--- config.mk ---
export PLATFORM = sky130hd
export DESIGN_NAME = store_rmw_controller_flat
export DESIGN_NICKNAME = d
export VERILOG_FILES = /design/src/rtl/store_rmw_if.sv /design/src/rtl/store_rmw_controller.sv /design/src/flat_wrapper.sv
export SDC_FILE = /design/constraint.sdc
export NUM_CORES = 1
export LEC_CHECK = 0
export ABC_AREA = 1
export CAP_MARGIN = 20
export CORE_MARGIN = 5
export CORE_UTILIZATION = 25
export DETAILED_ROUTE_END_ITERATION = 12
export GPL_TIMING_DRIVEN = 0
export PLACE_DENSITY = 0.56
export SLEW_MARGIN = 30
export SYNTH_ARGS = -nofsm -noshare
export SYNTH_HDL_FRONTEND = slang
export SYNTH_SLANG_ARGS = --single-unit
--- constraint.sdc ---
create_clock -name clk -period 2.1 [get_ports clk]
set_input_delay 0.42 -clock clk [delete_from_list [all_inputs] [get_ports clk]]
set_output_delay 0.42 -clock clk [all_outputs]
set_load 0.005 [all_outputs]
--- src/rtl/store_rmw_if.sv ---
// Store request and data-memory bus between the MEM stage and the store RMW controller.
// slave = the controller side, master = pipeline plus memory side.
interface store_rmw_if #(
  parameter int ADDR_WIDTH = 32
) ();
  logic                  req_valid;
  logic                  req_ready;
  logic [1:0]            req_op;
  logic [ADDR_WIDTH-1:0] req_addr;
  logic [31:0]           req_wdata;
  logic [ADDR_WIDTH-1:0] mem_addr;
  logic                  mem_we;
  logic [31:0]           mem_wdata;
  logic [31:0]           mem_rdata;
  logic                  busy;
  logic                  done;
  logic                  err;

  modport slave (
    input  req_valid, req_op, req_addr, req_wdata, mem_rdata,
    output req_ready, mem_addr, mem_we, mem_wdata, busy, done, err
  );

  modport master (
    output req_valid, req_op, req_addr, req_wdata, mem_rdata,
    input  req_ready, mem_addr, mem_we, mem_wdata, busy, done, err
  );
endinterface

--- src/rtl/store_rmw_controller.sv ---
// Turns SB/SH stores into read-merge-write on a word-wide synchronous memory;
// SW goes straight to a write. busy stalls the pipeline until the store finishes.
module store_rmw_controller #(
  parameter int ADDR_WIDTH = 32
) (
  input  logic        clk,
  input  logic        rst_n,
  store_rmw_if.slave  bus
);

  typedef enum logic [2:0] {IDLE, READ, CAPTURE, WRITE, ERR} state_t;
  typedef enum logic [1:0] {OP_SB, OP_SH, OP_SW, OP_ILL} op_t;

  state_t state_q, state_d;

  op_t                   req_op;
  logic                  accept;
  logic                  bad_req;
  op_t                   op_q;
  logic [1:0]            lane_q;
  logic [15:0]           data_q;
  logic [ADDR_WIDTH-1:0] mem_addr_q;
  logic [31:0]           mem_wdata_q;
  logic                  mem_we_q;
  logic [31:0]           merged;

  assign req_op  = op_t'(bus.req_op);
  assign accept  = (state_q == IDLE) && bus.req_valid;
  assign bad_req = (req_op == OP_ILL)
                || ((req_op == OP_SH) && bus.req_addr[0])
                || ((req_op == OP_SW) && (bus.req_addr[1:0] != 2'b00));

  // NOTE: sequential state uses non-blocking (<=) so every register samples pre-edge values.
  always_ff @(posedge clk) begin
    if (!rst_n) state_q <= IDLE;
    else        state_q <= state_d;
  end

  // NOTE: defaults first in every always_comb so no path leaves a signal unassigned (no latch).
  always_comb begin
    state_d = state_q;
    unique case (state_q)
      IDLE: begin
        if (bus.req_valid) begin
          if (bad_req)               state_d = ERR;
          else if (req_op == OP_SW)  state_d = WRITE;
          else                       state_d = READ;
        end
      end
      READ:    state_d = CAPTURE;
      CAPTURE: state_d = WRITE;
      WRITE:   state_d = IDLE;
      ERR:     state_d = IDLE;
      default: state_d = IDLE;
    endcase
  end

  // Little-endian lane merge; only the addressed lanes of data_q replace read data.
  always_comb begin
    merged = bus.mem_rdata;
    if (op_q == OP_SB) begin
      unique case (lane_q)
        2'd0: merged[7:0]   = data_q[7:0];
        2'd1: merged[15:8]  = data_q[7:0];
        2'd2: merged[23:16] = data_q[7:0];
        2'd3: merged[31:24] = data_q[7:0];
        default: merged = bus.mem_rdata;
      endcase
    end else if (lane_q[1]) begin
      merged[31:16] = data_q;
    end else begin
      merged[15:0] = data_q;
    end
  end

  // NOTE: bus-facing datapath registers are reset so no stale address/data is driven after reset.
  always_ff @(posedge clk) begin
    if (!rst_n) begin
      mem_addr_q  <= '0;
      mem_wdata_q <= '0;
      mem_we_q    <= 1'b0;
      op_q        <= OP_SB;
      lane_q      <= 2'b00;
      data_q      <= '0;
    end else begin
      mem_we_q <= (state_d == WRITE);
      if (accept) begin
        op_q       <= req_op;
        lane_q     <= bus.req_addr[1:0];
        data_q     <= bus.req_wdata[15:0];
        mem_addr_q <= {bus.req_addr[ADDR_WIDTH-1:2], 2'b00};
        if (req_op == OP_SW) mem_wdata_q <= bus.req_wdata;
      end
      // Read data is only trusted in CAPTURE, one cycle after READ presented the address.
      if (state_q == CAPTURE) mem_wdata_q <= merged;
    end
  end

  assign bus.req_ready = (state_q == IDLE);
  assign bus.busy      = (state_q != IDLE);
  assign bus.done      = (state_q == WRITE);
  assign bus.err       = (state_q == ERR);
  assign bus.mem_addr  = mem_addr_q;
  assign bus.mem_we    = mem_we_q;
  assign bus.mem_wdata = mem_wdata_q;

endmodule

--- src/flat_wrapper.sv ---
// flat-port wrapper written by rule: the top's interface ports become plain ports
module store_rmw_controller_flat 
#(
  parameter int ADDR_WIDTH = 32
)
  (clk, rst_n, bus_req_valid, bus_req_op, bus_req_addr, bus_req_wdata, bus_mem_rdata, bus_req_ready, bus_mem_addr, bus_mem_we, bus_mem_wdata, bus_busy, bus_done, bus_err);
  store_rmw_if #(.ADDR_WIDTH(ADDR_WIDTH)) bus_i ();
  input  logic clk;
  input  logic rst_n;
  input wire logic [$bits(bus_i.req_valid)-1:0] bus_req_valid;
  input wire logic [$bits(bus_i.req_op)-1:0] bus_req_op;
  input wire logic [$bits(bus_i.req_addr)-1:0] bus_req_addr;
  input wire logic [$bits(bus_i.req_wdata)-1:0] bus_req_wdata;
  input wire logic [$bits(bus_i.mem_rdata)-1:0] bus_mem_rdata;
  output wire logic [$bits(bus_i.req_ready)-1:0] bus_req_ready;
  output wire logic [$bits(bus_i.mem_addr)-1:0] bus_mem_addr;
  output wire logic [$bits(bus_i.mem_we)-1:0] bus_mem_we;
  output wire logic [$bits(bus_i.mem_wdata)-1:0] bus_mem_wdata;
  output wire logic [$bits(bus_i.busy)-1:0] bus_busy;
  output wire logic [$bits(bus_i.done)-1:0] bus_done;
  output wire logic [$bits(bus_i.err)-1:0] bus_err;
  assign bus_i.req_valid = bus_req_valid;
  assign bus_i.req_op = bus_req_op;
  assign bus_i.req_addr = bus_req_addr;
  assign bus_i.req_wdata = bus_req_wdata;
  assign bus_i.mem_rdata = bus_mem_rdata;
  assign bus_req_ready = bus_i.req_ready;
  assign bus_mem_addr = bus_i.mem_addr;
  assign bus_mem_we = bus_i.mem_we;
  assign bus_mem_wdata = bus_i.mem_wdata;
  assign bus_busy = bus_i.busy;
  assign bus_done = bus_i.done;
  assign bus_err = bus_i.err;
  store_rmw_controller #(.ADDR_WIDTH(ADDR_WIDTH)) u_core (.clk(clk), .rst_n(rst_n), .bus(bus_i));
endmodule
==> results.md <==
- Combined area of the multi-input logic cells: 2590 um2
- Cell types with the largest area share after synthesis: sky130_fd_sc_hd__dfxtp_1 34%, sky130_fd_sc_hd__nand2_1 24%, sky130_fd_sc_hd__nand3_1 9.4%, sky130_fd_sc_hd__inv_1 9.2%, sky130_fd_sc_hd__a21oi_1 5.2%
- Worst relative slew slack: 65.9%
- Filler instances: 2167
- Layout Cell Area excl Fill: 7420 um2
- Total congestion overflow: 0
- Final setup slack of the worst path: 0.104 ns
- Count of input and output buffers: 165
- Initial Utilization: 25.3%
- Fraction of the mapped netlist area in compound gates: 15.1%
- CP Capture Type: output pin
- Main combinational cell family by area after synthesis: simple AND/OR/NAND/NOR gates
- Required time at the endpoint of the critical path: 1.68 ns
- Num Clock Sinks: 86
- Multiplexer share of the synthesized area: 0%
- FF/Latch Area: 1730 um2
- Maximum vdd drop: 445 uV
- Vias in the first global route: 5387
- Detail Placement HPWL: 14000 um
- Worst R2R Path Depth: 6
- Worst setup path endpoint: bus_busy
- Number of cells on the worst hold path: 2
- I/O pin total: 170
- Number of cells produced by synthesis: 830
- Worst-path clk slew: 0.07 ns
- Net switching power figure: 1890 uW
- Drt via density: 4.31
- Final weighted congestion in routability-driven placement: 0.866
- Worst hold slack: 0.460 ns
- Yosys warning total: 0
- Portion of total power attributed to combinational logic: 33.4%
- Startpoint of the most critical register-to-register path: u_core.op_q[1]$_SDFFE_PN0P_
- Static Leakage: 0.00350 uW
- Setup repair after global routing missed its margin: no
- Count of H-tree levels built during CTS: 3
- Min-delay worst type: register to register
- Sequential-to-total area share from yosys stat: 33.9%
- Fin crit share: 95.0%
- Timing startpoint of the critical path: u_core.state_q[0]$_SDFF_PN0_
- Maximum operating frequency: 501 MHz
- Die area: 23300 um2
- Share of Yosys cell area claimed by the top area cell type: 33.9%
- Startpoint kind of the worst setup timing path: register
- Post-cts hold buffer count: 0
- Data arrival time at the worst-slack endpoint: 1.58 ns
- Most common library cell in the layout ignoring fill and taps: sky130_fd_sc_hd__nand2_1
- Startpoint of the worst hold path: u_core.op_q[1]$_SDFFE_PN0P_
- Setup TNS: 0 ns
- CTS Root Buffer Type: sky130_fd_sc_hd__clkbuf_16
- Synthesized area per cell: 6.12 um2
- Distinct cell type count after synthesis: 22
- Worst clock skew: 0.00798 ns
- Core region area: 20100 um2
- TritonCTS buffer count: 9
- Post-synthesis share of cell area spent on xor and xnor gates: 0%
- Die Span Y: 153 um
- Share of final-layout standard cells stronger than drive strength 1: 10.2%
- Power per Cell Area: 718 nW/um2
- Maximum number of pins on one net before global-route repair: 19
- Setup-violating endpoint count in the final report: 0
- Count of max-cap constraint violations: 0
- Floorplan die width: 153 um
- First-iteration detailed-routing DRC count: 359
- Residual DRC: 0
- Time the final worst path needs with I/O delays and setup: 2.00 ns
- Total Wirelength: 18200 um
- Sequential share of power: 35.3%
- Reg-to-reg critical path endpoint: u_core.bus.mem_wdata[23]$_SDFFE_PN0P_
- Cell area reported after detailed placement: 7080 um2
- Worst Path Class, Setup: register to output pin
- Global Route Usage Sum: 15.3%
- Run status: complete, no violations
- Final Hold Viols: 0
- Diodes inserted: 0
- Routed wirelength normalized by instance count: 14.1 um
- Flip-flop and latch count after synthesis: 86
- Clock buffer depth: 2
- Pins over their slew limit: 0
- Initial antenna violation count: 1
- Switching portion of total power: 35.5%
- Worst setup slack for register-to-register paths: 0.62 ns
- Initial DRT Pass Iterations: 5
- Adder-cell share of the synthesized area: 0%
- Largest fanout on the critical path: 4
- Clk network pwr share: 31.3%
- Top cell type by total area after synthesis: sky130_fd_sc_hd__dfxtp_1
- Clock tree from TritonCTS: yes
- Source-to-sink clock delay at the later pin of the worst-skew pair: 0.36 ns
- Count of vias placed by the detailed router: 5540
- Simple-gate portion of the synthesized area: 35.8%
- Number of nets in the layout: 1112
- Design internal power: 3440 uW
- Least-Margin Pin Slew: 0.510 ns
- Wire length of the first global-routing pass: 29100 um
- Total standard cell area after synthesis: 5080 um2
- Commonest cells after routing, fill and taps aside: 326 x sky130_fd_sc_hd__nand2_1, 164 x sky130_fd_sc_hd__clkdlybuf4s50_1, 124 x sky130_fd_sc_hd__inv_1
- Pre-CTS WS: 0.233 ns
- Layout Utilization: 36.9%
- Number of placement rows: 52
- Layout-stage area growth over the synthesis result: 46.0%
- Antenna Violating Nets Remaining: 0
==> power groups by stage <==
stage                     registers (uW)  clock network [uW]  logic [uW]
after detailed placement            1920                   0        1760
final                               1880                1670        1780
after floorplan                     1920                   0        1000
after global placement              1910                   0        1760
after CTS                           1880                1710        1800
after global routing                1900                1770        2000
==> cell families (layout without fill, tap and decap cells) <==
family / Yosys count / count (layout)
AOI/OAI and AO/OA: 123 / 123
other: 1 / 2
buffers and inverters: 181 / 366
DFF: 86 / 86
and+or+nand+nor: 439 / 439
==> through the flow <==
stage,total power (uW),std cells
after CTS,5390,1286
after floorplan,2920,831
after global placement,3680,1266
after detailed placement,3680,1266
final,5330,1286
after global routing,5680,1286
==> cell usage after synthesis, drive strengths merged <==
master  count
nor2       13
nand2     329
o21ai      24
o211ai     16
conb        1
buf        40
clkbuf     14
a21oi      83
dfxtp      86
nor3b       1
nand3      96
inv       127
==> what timing repair did <==
item | in CTS | in global routing
resized for setup | 3 | 3
endpoints found under the setup margin | 2 | 2
pin swaps | 2 | 1
endpoints found under the hold margin | 0 | 0
buffers inserted | 4 | 0
==> final cells by class <==
type	instances	share of cell area, %
well taps	270	4.55
flip-flops and latches	86	23.3
inverters	127	6.42
clock buffers	9	3.04
repair buffers	169	22.7
clock inverters	7	0.995
plain buffers	54	4.01
multi-input cells	564	35.0
==> state kept, by name, summed over array words and instances (netlist names) <==
name and cells:
u_core.data_q 16, u_core.state_q 3, u_core.lane_q 2, u_core.bus.mem_addr 30, u_core.bus.mem_we 1, u_core.bus.mem_wdata 32
u_core.op_q 2
==> worst max-delay path, stage by stage, from the launching register on <==
cell and delay (ns):
sky130_fd_sc_hd__dfxtp_4 0.36, sky130_fd_sc_hd__nor2_4 0.11, sky130_fd_sc_hd__inv_1 0.07, sky130_fd_sc_hd__nor2_4 0.10, sky130_fd_sc_hd__buf_6 0.11, sky130_fd_sc_hd__inv_1 0.03
sky130_fd_sc_hd__clkdlybuf4s50_1 0.43
==> per-layer routing <==
| metal | GRT usage [%] | vias up | wire, um |
|---|---|---|---|
| li1 | - | 2919 | - |
| met1 | 20.6 | 2410 | 8420 |
| met2 | 23.2 | 185 | 7740 |
| met3 | 5.68 | 24 | 1670 |
| met4 | 3.99 | 2 | 310 |
| met5 | 0 | - | 13 |
==> how the worst min path moves through the flow <==
stage,slack [ns],end
2_1_floorplan,0.44,u_core.op_q[0]$_SDFFE_PN0P_
3_3_place_gp,0.45,u_core.op_q[1]$_SDFFE_PN0P_
3_5_place_dp,0.45,u_core.op_q[1]$_SDFFE_PN0P_
4_1_cts,0.46,u_core.op_q[1]$_SDFFE_PN0P_
5_1_grt,0.49,u_core.bus.mem_addr[24]$_SDFFE_PN0P_
6_report,0.46,u_core.op_q[1]$_SDFFE_PN0P_
Power figures use the tool's default switching activity.
==> patch 1: new RTL, same flow settings <==
`ADDR_WIDTH` is set to 32 in 3 places; all go to 16.
--- a/src/rtl/store_rmw_if.sv
+++ b/src/rtl/store_rmw_if.sv
@@ -1,7 +1,7 @@
 // Store request and data-memory bus between the MEM stage and the store RMW controller.
 // slave = the controller side, master = pipeline plus memory side.
 interface store_rmw_if #(
-  parameter int ADDR_WIDTH = 32
+  parameter int ADDR_WIDTH = 16
 ) ();
   logic                  req_valid;
   logic                  req_ready;
--- a/src/rtl/store_rmw_controller.sv
+++ b/src/rtl/store_rmw_controller.sv
@@ -1,7 +1,7 @@
 // Turns SB/SH stores into read-merge-write on a word-wide synchronous memory;
 // SW goes straight to a write. busy stalls the pipeline until the store finishes.
 module store_rmw_controller #(
-  parameter int ADDR_WIDTH = 32
+  parameter int ADDR_WIDTH = 16
 ) (
   input  logic        clk,
   input  logic        rst_n,
--- a/src/flat_wrapper.sv
+++ b/src/flat_wrapper.sv
@@ -1,7 +1,7 @@
 // flat-port wrapper written by rule: the top's interface ports become plain ports
 module store_rmw_controller_flat 
 #(
-  parameter int ADDR_WIDTH = 32
+  parameter int ADDR_WIDTH = 16
 )
   (clk, rst_n, bus_req_valid, bus_req_op, bus_req_addr, bus_req_wdata, bus_mem_rdata, bus_req_ready, bus_mem_addr, bus_mem_we, bus_mem_wdata, bus_busy, bus_done, bus_err);
   store_rmw_if #(.ADDR_WIDTH(ADDR_WIDTH)) bus_i ();
Ports: changed (resized bus_mem_addr and bus_req_addr); port bits go from 170 to 138. The function was not compared with the original's and may differ.
==> patch 1 against the original RTL <==
Total power fell by 8.9%; synthesized area fell by 11%; first-iteration DRC count fell by 19%; cell area fell by 12%; count of clock-buffer cells in the layout rose by 1; final cell count fell by 11%; combinational power fell by 9.6%; wire length fell by 12%; worst setup slack improved by 0.0041 ns; sequential power fell by 18%; non-clock buffer count fell by 39; sequential cell count fell by 16; critical endpoint is now bus_err.
==> patch 1: results (changes against the original RTL) <==
metric,value,unit,change
diodes,0,,unchanged
clkbuf_count,10,,was 9
slew_headroom,0.653,,was 0.659
drive_above_1_share,0.112,,was 0.102
track_usage,0.156,,was 0.153
portBuffers,133,,was 165
inverters,127,,unchanged
path_max_fanout,5,,was 4
synth_area,4520,µm²,was 5080 µm²
synthTopCellsByArea,"dfxtp_1 31%, nand2_1 26%, inv_1 10%, nand3_1 8.7%, a21oi_2 5.8%",,"was dfxtp_1 34%, nand2_1 24%, nand3_1 9.4%, inv_1 9.2%, a21oi_1 5.2%"
postLayoutCellArea,6510,µm²,was 7420 µm²
cellPowerDensity,746,nW/µm²,was 718 nW/µm²
critPathCapture,bus_err,,was bus_busy
viasPerCell,4.35,,was 4.31
nets,993,,was 1112
n_fill_cell,1971,,was 2167
grt_max_degree,14,,was 19
drt-pass1-iter-count,5,,unchanged
drt_iter0_markers,290,,was 359
hold_class,in2reg,,was reg2reg
outcome,completed,,unchanged
insertion_delay,0.35,ns,
comb_power_share,0.331,,was 0.334
slowest_delay,0.53,ns,was 0.43 ns
dpl.cell_count,1122,,was 1266
ctsLongestPathBuffers,2,,unchanged
ys_seq_area_frac,0.310,,was 0.339
seq_cells,70,,was 86
skew,0.00941,ns,was 0.00798 ns
pre_cts_slack,0.197,ns,was 0.233 ns
grt_pass1_vias,4797,,was 5387
max-vdd-ir-drop,0.488,mV,was 0.445 mV
post_drt_wl_per_cell,14.0,µm,was 14.1 µm
grt_pass1_wl,25200,µm,was 29100 µm
buffers_excl_clock,184,,was 223
power.share.clock,0.352,,was 0.313
dp_hpwl,12400,µm,was 14000 µm
synth_compound_area_frac,0.152,,was 0.151
p_sw,0.00163,W,was 0.00189 W
clk_share,0.0496,,was 0.0403
leakagePower,3.20,nW,was 3.50 nW
synth_mux_area_frac,0,,unchanged
dpl_cell_area,6140,µm²,was 7080 µm²
synth.top_cells.by_count,"310 x nand2_1, 124 x inv_1, 79 x nand3_1, 70 x dfxtp_1, 37 x a21oi_1",,"was 326 x nand2_1, 124 x inv_1, 95 x nand3_1, 86 x dfxtp_1, 53 x a21oi_1"
regArea,1410,µm²,was 1730 µm²
cp-startpoint,u_core.state_q[2]$_SDFF_PN0_,,was u_core.state_q[0]$_SDFF_PN0_
htreeDepth,3,,unchanged
syn_avg_cell_area,5.96,µm²,was 6.12 µm²
ys_types,23,,was 22
synthAdderAreaFrac,0,,unchanged
multi_input_area,2370,µm²,was 2590 µm²
routabilityCongestion,0.930,,was 0.866
min_period_over_period,0.948,,was 0.950
multi_input_cells,516,,was 564
r2r-end,u_core.bus.mem_wdata[15]$_SDFFE_PN0P_,,was u_core.bus.mem_wdata[23]$_SDFFE_PN0P_
vias,4971,,was 5540
buf_share,0.254,,was 0.267
## patch 1: changes by cell type after synthesis, moves of 4 or more
cell | before | now
nand2_1 | 326 | 310
buf_6 | 3 | 7
a21oi_1 | 53 | 37
dfxtp_1 | 86 | 70
o21ai_1 | 0 | 5
nand3_1 | 95 | 79
clkbuf_1 | 13 | 7
o21ai_0 | 24 | 19
## patch 1: metal layers
| metal | GRT usage | wire [µm] |
|---|---|---|
| met1 | 0.206 | 7270 |
| met2 | 0.233 | 6820 |
| met3 | 0.0618 | 1540 |
| met4 | 0.0501 | 393 |
| met5 | 0 | 13 |
## patch 1: repair_timing
action | in CTS | in global routing
pin swaps | 2 | 1
buffers inserted | 3 | 0
gates cloned | 1 | 0
resized for setup | 3 | 4
endpoints found under the setup margin | 2 | 2
## patch 1: worst min path at each step
| stage | from | end | slack [ns] | cells after the start |
|---|---|---|---|---|
| floorplan | u_core.op_q[0]$_SDFFE_PN0P_ | u_core.op_q[0]$_SDFFE_PN0P_ | 0.44 | 2 |
| global placement | u_core.op_q[1]$_SDFFE_PN0P_ | u_core.op_q[1]$_SDFFE_PN0P_ | 0.44 | 2 |
| detailed placement | u_core.op_q[1]$_SDFFE_PN0P_ | u_core.op_q[1]$_SDFFE_PN0P_ | 0.45 | 2 |
| CTS | rst_n | u_core.data_q[12]$_SDFFE_PN0P_ | 0.42 | 3 |
| global route | bus_req_valid | u_core.bus.mem_addr[2]$_SDFFE_PN0P_ | 0.44 | 3 |
| finish | rst_n | u_core.data_q[12]$_SDFFE_PN0P_ | 0.43 | 3 |
## patch 1: worst reg2reg max path: cells and delay by family (launching register included)
kind	cells	cell delay, ns
DFF	1	0.32
buffers and inverters	1	0.42
and+or+nand+nor	4	0.58
AOI/OAI and AO/OA	1	0.11
==> patch 2: new RTL, same flow settings <==
Without the edit above. Re-encode `state_t` (5 states) as one-hot, 5 bits wide.
--- a/src/rtl/store_rmw_controller.sv
+++ b/src/rtl/store_rmw_controller.sv
@@ -8,7 +8,7 @@
   store_rmw_if.slave  bus
 );
 
-  typedef enum logic [2:0] {IDLE, READ, CAPTURE, WRITE, ERR} state_t;
+  typedef enum logic [4:0] {IDLE = 5'b00001, READ = 5'b00010, CAPTURE = 5'b00100, WRITE = 5'b01000, ERR = 5'b10000} state_t;
   typedef enum logic [1:0] {OP_SB, OP_SH, OP_SW, OP_ILL} op_t;
 
   state_t state_q, state_d;
Formal check against the unedited RTL: no difference found for any inputs over 10 cycles, from zero or initial values and one cycle with rst_n low; not proved beyond that.
==> patch 2 against the original RTL <==
Worst setup slack lost 0.0043 ns; synthesized area shrank 0.32%; register-to-register slack lost 0.35 ns; non-clock buffer count shrank 3; critical endpoint is now bus_req_ready; synthesized cell count grew 6.0%; final cell count grew 3.7%; combinational power shrank 28%; total power shrank 7.5%; fmax shrank 0.22%; wire length grew 7.6%; sequential cell count grew 2; cell area shrank 0.27%.
==> patch 2: results (changes against the original RTL) <==
metric,value,unit,change
outcome,completed,,unchanged
leakagePower,3.31,nW,was 3.50 nW
grt_pass1_wl,30200,µm,was 29100 µm
wirelength,19500,µm,was 18200 µm
numCtsBuffers,9,,unchanged
ys.flop_type,dfxtp_1,,unchanged
skew,0.00983,ns,was 0.00798 ns
routabilityCongestion,0.884,,was 0.866
cts_setup_buffers,0,,was 4
track_usage,0.163,,was 0.153
ctsHoldBuffers,0,,unchanged
diodes,0,,unchanged
grt_max_degree,17,,was 19
drive_above_1_share,0.0593,,was 0.102
worst_slew_pin_slew,0.621,ns,was 0.510 ns
synth.top_cells.by_count,"308 x nand2_1, 170 x nor2_1, 88 x dfxtp_1, 82 x nand3_1, 81 x inv_1",,"was 326 x nand2_1, 124 x inv_1, 95 x nand3_1, 86 x dfxtp_1, 53 x a21oi_1"
nets,1159,,was 1112
ys_seq_area_frac,0.348,,was 0.339
reg2reg_from,u_core.op_q[1]$_SDFFE_PN0P_,,unchanged
clockRootBuffer,clkbuf_16,,unchanged
grt_pass1_vias,5432,,was 5387
hold_class,reg2reg,,unchanged
hold_start,u_core.op_q[0]$_SDFFE_PN0P_,,was u_core.op_q[1]$_SDFFE_PN0P_
largest_reg_flops,32,,unchanged
path_max_fanout,4,,unchanged
htreeDepth,3,,unchanged
clkTransAtPathRegs,0.08,ns,
dp_hpwl,14900,µm,was 14000 µm
cp-startpoint,u_core.state_q[3]$_SDFF_PN0_,,was u_core.state_q[0]$_SDFF_PN0_
pre_cts_slack,-0.00359,ns,was 0.233 ns
ctsLongestPathBuffers,2,,unchanged
grt_antenna_before_repair,1,,unchanged
portBuffers,166,,was 165
crit_arrival,1.58,ns,about the same
vias,5824,,was 5540
synth_warnings,0,,unchanged
drt_iter0_markers,463,,was 359
max-vdd-ir-drop,0.435,mV,was 0.445 mV
async_flop_share,0,,unchanged
ys_types,22,,unchanged
drt-pass1-iter-count,8,,was 5
insertion_delay,0.36,ns,about the same
synthTopCellsByArea,"dfxtp_1 35%, nand2_1 23%, nor2_1 13%, nand3_1 8.1%, inv_1 6.0%",,"was dfxtp_1 34%, nand2_1 24%, nand3_1 9.4%, inv_1 9.2%, a21oi_1 5.2%"
-- patch 2: changes by cell type after synthesis, moves of 11 or more --
cell	change
a21oi_2	-30
clkbuf_1	+11
inv_1	-43
nand2_1	-18
nand3_1	-13
nor2_1	+162
o211ai_1	-16
-- patch 2: cell type report --
| type | count | area [µm²] |
|---|---|---|
| repair buffers | 166 | 1660 |
| inverters | 87 | 327 |
| fillers | 2215 | 12700 |
| clock buffers | 10 | 239 |
| well taps | 270 | 338 |
| plain buffers | 54 | 277 |
| clock inverters | 6 | 75.1 |
| flip-flops and latches | 88 | 1760 |
| multi-input cells | 652 | 2720 |
-- patch 2: cells by family after synthesis --
logic type,share of synthesized area
other,0.000740
AND/OR/NAND/NOR,0.460
flip-flops,0.348
AO/OA/AOI/OAI,0.0731
buffers and inverters,0.119
-- patch 2: path summary, 6_finish.rpt --
path         slack (ns)  cells past startpoint                                     to
max                 0.1                      4                          bus_req_ready
min                0.45                      2            u_core.op_q[0]$_SDFFE_PN0P_
max reg2reg        0.27                      7  u_core.bus.mem_wdata[26]$_SDFFE_PN0P_
min reg2reg        0.45                      2            u_core.op_q[0]$_SDFFE_PN0P_
-- patch 2: power by group --
group | switching (W) | internal (W) | total (W)
clock | 0.000773 | 0.000976 | 0.00175
sequential | 0.000105 | 0.00179 | 0.00189
combinational | 0.000708 | 0.000582 | 0.00129
-- patch 2: layer usage --
layer / share of wire / GRT usage
met5: 0.00067 / 0
met4: 0.014 / 0.0471
met3: 0.067 / 0.0383
met2: 0.46 / 0.265
met1: 0.45 / 0.216
-- patch 2: critical path: stages (launching register included) --
cell             delay, ns
dfxtp_1               0.36
nor2_4                0.17
nand3_2               0.13
inv_1                 0.08
clkdlybuf4s50_1       0.49
-- patch 2: per-stage QoR --
step / utilization / instances / instance area (µm²) / power, W / setup TNS (ns)
after floorplan: - / 881 / 5070 / 0.00259 / 0
after global placement: 0.352 / 1317 / 7070 / 0.00321 / 0
after detailed placement: 0.352 / 1317 / 7070 / 0.00322 / -0.00505
after CTS: 0.368 / 1333 / 7390 / 0.00499 / 0
after global routing: 0.368 / 1333 / 7400 / 0.00521 / -0.00579
final: 0.368 / 1333 / 7400 / 0.00493 / 0
-- patch 2: timing repair --
action / CTS / global route
cloned: 0 / 0
setup endpoints to repair: 2 / 2
resized for setup: 3 / 2
